`src/rtl/skinny_sbox8_dom1_seq_ctrl.sv`:
```
// Byte-serial controller that feeds a shared (first-order DOM) state, one byte at a
// time, through an external 4-cycle SKINNY-8 sbox and collects the result shares.
module skinny_sbox8_dom1_seq_ctrl #(
  parameter int NBYTES = 16
) (
  input  logic                  clk,
  input  logic                  rst,
  input  logic                  start,
  input  logic [8*NBYTES-1:0]   st0_i,
  input  logic [8*NBYTES-1:0]   st1_i,
  output logic [8*NBYTES-1:0]   st0_o,
  output logic [8*NBYTES-1:0]   st1_o,
  input  logic [15:0]           rnd_i,
  input  logic                  rnd_valid_i,
  output logic                  rnd_ready_o,
  output logic [7:0]            sb_si0,
  output logic [7:0]            sb_si1,
  output logic [15:0]           sb_r,
  input  logic [7:0]            sb_bo0,
  input  logic [7:0]            sb_bo1,
  output logic                  busy,
  output logic                  done,
  output logic [2:0]            dbg_state
);

  typedef enum logic [2:0] {
    IDLE  = 3'd0,
    FETCH = 3'd1,
    EVAL  = 3'd2,
    CAPT  = 3'd3,
    DONE  = 3'd4
  } state_t;

  localparam logic [3:0] LAST_IDX = 4'(NBYTES - 1);

  state_t              state;
  state_t              state_nxt;
  logic [3:0]          idx;
  logic [1:0]          cnt;
  logic [8*NBYTES-1:0] w0;
  logic [8*NBYTES-1:0] w1;
  logic [7:0]          h0;
  logic [7:0]          h1;
  logic [15:0]         hr;
  logic [7:0]          w0_sel;
  logic [7:0]          w1_sel;
  logic                last_byte;
  logic                rnd_fire;

  assign last_byte = (idx == LAST_IDX);

  // Mask handshake: a word transfers on a rising edge where rnd_valid_i and
  // rnd_ready_o are both 1; ready depends only on state and never on valid,
  // and each transferred word is consumed by exactly one byte.
  assign rnd_fire  = rnd_ready_o & rnd_valid_i;

  // Sbox inputs come straight from the hold registers so they stay frozen
  // for the whole evaluation window of a byte.
  assign sb_si0    = h0;
  assign sb_si1    = h1;
  assign sb_r      = hr;
  assign dbg_state = state;

  always_comb begin
    w0_sel = '0;
    w1_sel = '0;
    for (int k = 0; k < NBYTES; k++) begin
      if (idx == 4'(k)) begin
        w0_sel = w0[8*k +: 8];
        w1_sel = w1[8*k +: 8];
      end
    end
  end

  always_ff @(posedge clk) begin
    if (rst) begin
      state <= IDLE;
    end else begin
      state <= state_nxt;
    end
  end

  always_comb begin
    state_nxt   = state;
    rnd_ready_o = 1'b0;
    busy        = 1'b0;
    done        = 1'b0;
    case (state)
      IDLE: begin
        if (start) begin
          state_nxt = FETCH;
        end
      end
      FETCH: begin
        busy        = 1'b1;
        rnd_ready_o = 1'b1;
        if (rnd_valid_i) begin
          state_nxt = EVAL;
        end
      end
      EVAL: begin
        busy = 1'b1;
        if (cnt == 2'd3) begin
          state_nxt = CAPT;
        end
      end
      CAPT: begin
        busy      = 1'b1;
        state_nxt = last_byte ? DONE : FETCH;
      end
      DONE: begin
        busy      = 1'b1;
        done      = 1'b1;
        state_nxt = IDLE;
      end
      default: begin
        state_nxt = IDLE;
      end
    endcase
    // Control outputs read as inactive while reset is held, even before the edge.
    if (rst) begin
      rnd_ready_o = 1'b0;
      busy        = 1'b0;
      done        = 1'b0;
    end
  end

  always_ff @(posedge clk) begin
    if (rst) begin
      idx   <= '0;
      cnt   <= '0;
      w0    <= '0;
      w1    <= '0;
      h0    <= '0;
      h1    <= '0;
      hr    <= '0;
      st0_o <= '0;
      st1_o <= '0;
    end else begin
      case (state)
        IDLE: begin
          if (start) begin
            w0  <= st0_i;
            w1  <= st1_i;
            idx <= '0;
          end
        end
        FETCH: begin
          if (rnd_fire) begin
            h0  <= w0_sel;
            h1  <= w1_sel;
            hr  <= rnd_i;
            cnt <= '0;
          end
        end
        EVAL: begin
          if (cnt != 2'd3) begin
            cnt <= cnt + 2'd1;
          end
        end
        CAPT: begin
          // Each output share lands in its own working register; shares never meet.
          for (int k = 0; k < NBYTES; k++) begin
            if (idx == 4'(k)) begin
              w0[8*k +: 8] <= sb_bo0;
              w1[8*k +: 8] <= sb_bo1;
            end
          end
          if (!last_byte) begin
            idx <= idx + 4'd1;
          end
        end
        DONE: begin
          st0_o <= w0;
          st1_o <= w1;
          h0    <= '0;
          h1    <= '0;
          hr    <= '0;
        end
        default: begin
          idx <= '0;
        end
      endcase
    end
  end

endmodule

```
`config.mk`:
```
export PLATFORM = sky130hd
export DESIGN_NAME = skinny_sbox8_dom1_seq_ctrl
export DESIGN_NICKNAME = d
export VERILOG_FILES = /design/src/rtl/skinny_sbox8_dom1_seq_ctrl.sv
export SDC_FILE = /design/constraint.sdc
export NUM_CORES = 1
export LEC_CHECK = 0
export ABC_AREA = 1
export CAP_MARGIN = 20
export CORE_AREA = 2 2 227 229
export DETAILED_ROUTE_END_ITERATION = 12
export DIE_AREA = 0 0 229 231
export PLACE_DENSITY = 0.78
export SLEW_MARGIN = 5
export SYNTH_ARGS = -nofsm -noshare
export SYNTH_HDL_FRONTEND = slang
export SYNTH_SLANG_ARGS = --single-unit
```
`constraint.sdc`:
```
create_clock -name clk -period 2.85 [get_ports clk]
set_input_delay 0.57 -clock clk [delete_from_list [all_inputs] [get_ports clk]]
set_output_delay 0.57 -clock clk [all_outputs]
set_load 0.02 [all_outputs]
```
==> flow_metrics.py <==
metrics = {
    "sta": {
        "hold_viol_final": 0,
        "drv_slew": 0,
        "clock.fmax_mhz": 379,
        "fin_crit_ns": 2.64,
        "rsz0062_at_grt": "no",
        "skew_ns": 0.0254,
        "holdWs_ns": 0.339,
        "final-setup-viol-count": 0,
        "relSlewSlack_pct": 26.9,
        "tightestPinTransition_ns": 1.10,
        "finalSetupTns_ns": 0,
        "min_period_over_period_pct": 92.7,
    },
    "drt": {
        "wire_per_inst_um": 21.7,
        "via_per_inst": 5.61,
        "totalWireLength_um": 97700,
        "antenna_left": 0,
        "vias": 25193,
        "drtIter0Drc": 3131,
        "drc": 0,
        "first_pass_iters": 6,
    },
    "final_layout": {
        "area_growth_pct": 35.2,
        "drive_gt1_share_pct": 6.61,
        "nNetsFinal": 4065,
        "fillCellCount": 4580,
    },
    "yosys": {
        "yosys_warnings": 0,
        "synth_area_mm2": 0.0235,
        "synth_edf_count": 0,
        "netlist_instances": 3307,
        "synth_flop_cell": "dfxtp_1",
        "synth_cell_types": 30,
        "yosysSeqAreaShare_pct": 47.2,
        "synth_seq_cells": 553,
        "async_reset_ff_share_pct": 0,
        "syn_area_per_cell_um2": 7.10,
        "syn-num-nets": 3604,
    },
    "pwr": {
        "internal_power_mw": 16.6,
        "clkPwrFrac_pct": 28.4,
        "power_frac_seq_pct": 39.8,
        "switching_share_pct": 38.6,
        "p_per_area_mw_per_mm2": 850,
        "p_sw_mw": 10.4,
        "leakage_nw": 13.6,
        "combPwrFrac_pct": 31.8,
        "peakVddDrop_mv": 0.546,
    },
    "global_routing": {
        "grt_pass1_vias": 23203,
        "grt_usage_pct": 35.4,
        "grt_max_degree": 252,
        "grt_pass1_wl_um": 143000,
        "antenna_found_initial": 7,
        "grt-ovfl-total": 0,
    },
    "cts": {
        "clock_latency_ns": 0.62,
        "h-tree-depth": 2,
        "cts_tree": "built",
        "cts_root_buf": "clkbuf_16",
        "clock_sink_count": 553,
        "postCtsHoldBufs": 0,
        "clock_path_buffers": 3,
        "clk_pin_slew_worst_paths_ns": 0.06,
        "cts_buffers": 56,
        "post_cts_buffers": 0,
    },
    "run": {
        "cap_violations": 0,
    },
    "floorplanning": {
        "core-area_mm2": 0.0507,
        "ios": 586,
        "die_y_um": 231,
        "num_rows": 83,
        "dieArea_mm2": 0.0529,
        "die_w_um": 229,
        "initial_core_util_pct": 46.3,
    },
    "placement": {
        "dp.final_hpwl_um": 68600,
        "gp_congestion": 1.00,
        "io_buffers": 585,
    },
    "critical_path": {
        "cp.arrival_ns": 3.11,
        "crit_buf_inv": 3,
        "worstPathMaxFanout": 14,
        "cpPeakStageDelay_ns": 0.33,
        "cp_cell_sequence": "inv_1, ha_1, clkinv_4, buf_4, nand4_1, nand3_1, nand2_1, nand2_1, nand2_1, nand3_1, nand3_1, nand3_1, nand2_1, nand3_1, nand3_1, nand3_1, nand2_1, nand2_1, nand2_1, a21oi_2",
        "critPathKind": "reg -> reg",
        "endpoint_kind": "flop",
        "cpLargestDelayFamily": "simple AND/OR/NAND/NOR gates",
        "crit_slowest_cell": "dfxtp_1",
        "crit_path_start_kind": "flop",
        "worstPathRequired_ns": 3.32,
    },
    "hold_path": {
        "min_path_type": "in -> reg",
    },
    "status": {
        "outcome": "completed",
    },
}
[power by group through the flow]
| stage | sequential, mW | clock, mW | combinational, mW |
|---|---|---|---|
| after floorplan | 10.2 | 0 | 5.35 |
| after global placement | 10.8 | 0 | 8.17 |
| after detailed placement | 10.8 | 0 | 8.26 |
| after CTS | 10.7 | 7.69 | 8.32 |
| after global routing | 10.8 | 8.00 | 9.42 |
| final | 10.7 | 7.66 | 8.59 |
[state kept, by name (all words and copies together), names as in the netlist]
signal     count
sb_si1         8
st1_o        128
w1           128
idx            4
cnt            2
sb_si0         8
dbg_state      3
w0           128
sb_r          16
st0_o        128
[Yosys cell counts (4+ instances only)]
cell type	number	area share, %
nand4_1	16	0.43
o21ai_1	31	0.66
nor2_2	6	0.16
nor3_1	7	0.15
ha_1	5	0.27
a31oi_1	64	1.7
nand3_1	170	3.6
o21ai_0	492	10
buf_2	58	1.2
nor2_4	6	0.29
buf_4	4	0.13
buf_6	5	0.24
nor2_1	149	2.4
dfxtp_1	553	47
a21oi_1	498	11
nand2_1	752	12
a21oi_2	10	0.37
buf_1	8	0.13
o21ai_2	9	0.34
inv_1	232	3.7
inv_2	34	0.54
clkbuf_1	188	3.0
[metal layers]
metal | GRT usage, % | vias up | routed length [um]
met2 | 56.8 | 1463 | 44400
met1 | 44.7 | 11570 | 37700
met5 | 0 | - | 48
met3 | 6.99 | 310 | 9480
li1 | - | 11842 | -
met4 | 20.2 | 8 | 6020
[stage by stage]
step / std cells / power [mW] / cell area, um^2 / util, % / setup WS, ns
3_3_place_gp: 4386 / 19.0 / 29800 / 58.7 / 0.230
2_1_floorplan: 3307 / 15.6 / 23500 / - / 0.548
6_report: 4493 / 27.0 / 31700 / 62.6 / 0.208
5_1_grt: 4491 / 28.2 / 31700 / 62.6 / 0.0116
4_1_cts: 4486 / 26.7 / 31700 / 62.5 / 0.0774
3_5_place_dp: 4386 / 19.1 / 29800 / 58.7 / 0.204
[what timing repair did]
item | 4_1_cts | 5_1_grt
cloned | 0 | 1
hold endpoints to repair | 0 | 0
resized for setup | 2 | 6
pin swaps | 0 | 1
endpoints found under the setup margin | 1 | 7
[path summary, 6_finish.rpt]
path / from / to / slack [ns] / depth (start not counted)
max reg2reg: idx[1] / sb_si0[5] / 0.21 / 20
min: rst / sb_r[12] / 0.34 / 2
min reg2reg: sb_r[12] / sb_r[12] / 0.46 / 2
max: idx[1] / sb_si0[5] / 0.21 / 20
[cell families after synthesis]
| family | Yosys count | share of synthesized area, % |
|---|---|---|
| buf+inv | 530 | 9.01 |
| simple gates | 1111 | 19.2 |
| flops | 553 | 47.2 |
| fa+ha+maj | 5 | 0.267 |
| compound gates | 1108 | 24.3 |
[worst reg2reg max path, stage by stage, from the launching register on]
cell	delay (ns)
dfxtp_1	0.33
inv_1	0.12
ha_1	0.24
clkinv_4	0.16
buf_4	0.23
nand4_1	0.10
nand3_1	0.10
nand2_1	0.10
nand2_1	0.09
nand2_1	0.07
nand3_1	0.06
nand3_1	0.13
nand3_1	0.11
nand2_1	0.09
nand3_1	0.07
nand3_1	0.15
nand3_1	0.12
nand2_1	0.08
nand2_1	0.07
nand2_1	0.08
a21oi_2	0.05
[area by class of cell]
type                            count  area [um^2]  area share [%]
Sequential cell                   553        11100            34.9
Multi-Input combinational cell   2225        10300            32.5
Clock buffer                       76         1590            5.00
Clock inverter                     24          307           0.966
Timing Repair Buffer              665         6560            20.7
Tap cell                          680          851            2.68
Antenna cell                        3         7.51          0.0237
Inverter                          267         1020            3.23
[layout by cell type, fill, tap and decap left out, types with 2 or more instances in the layout]
cell type,synthesis,final
inv_8,0,2
a211oi_1,2,2
nor3_1,7,7
a31oi_1,64,64
a21oi_1,498,498
nor2_4,6,9
nand2_2,2,2
clkinv_2,0,10
clkdlybuf4s50_1,0,582
inv_1,232,230
ha_1,5,5
clkbuf_16,0,56
o21ai_2,9,11
clkbuf_1,188,9
nor2_1,149,145
clkinv_4,0,4
inv_6,0,3
nand3_1,170,170
o21ai_0,492,492
buf_8,0,2
buf_12,0,7
nor2_2,6,8
clkbuf_8,0,11
nand4_1,16,16
buf_4,4,70
o21ai_1,31,29
a21oi_2,10,10
inv_2,34,33
nand2_1,752,752
dfxtp_1,553,553
diode_2,0,3
bufinv_16,0,6
Note: power is estimated with default switching activity, not from simulation.
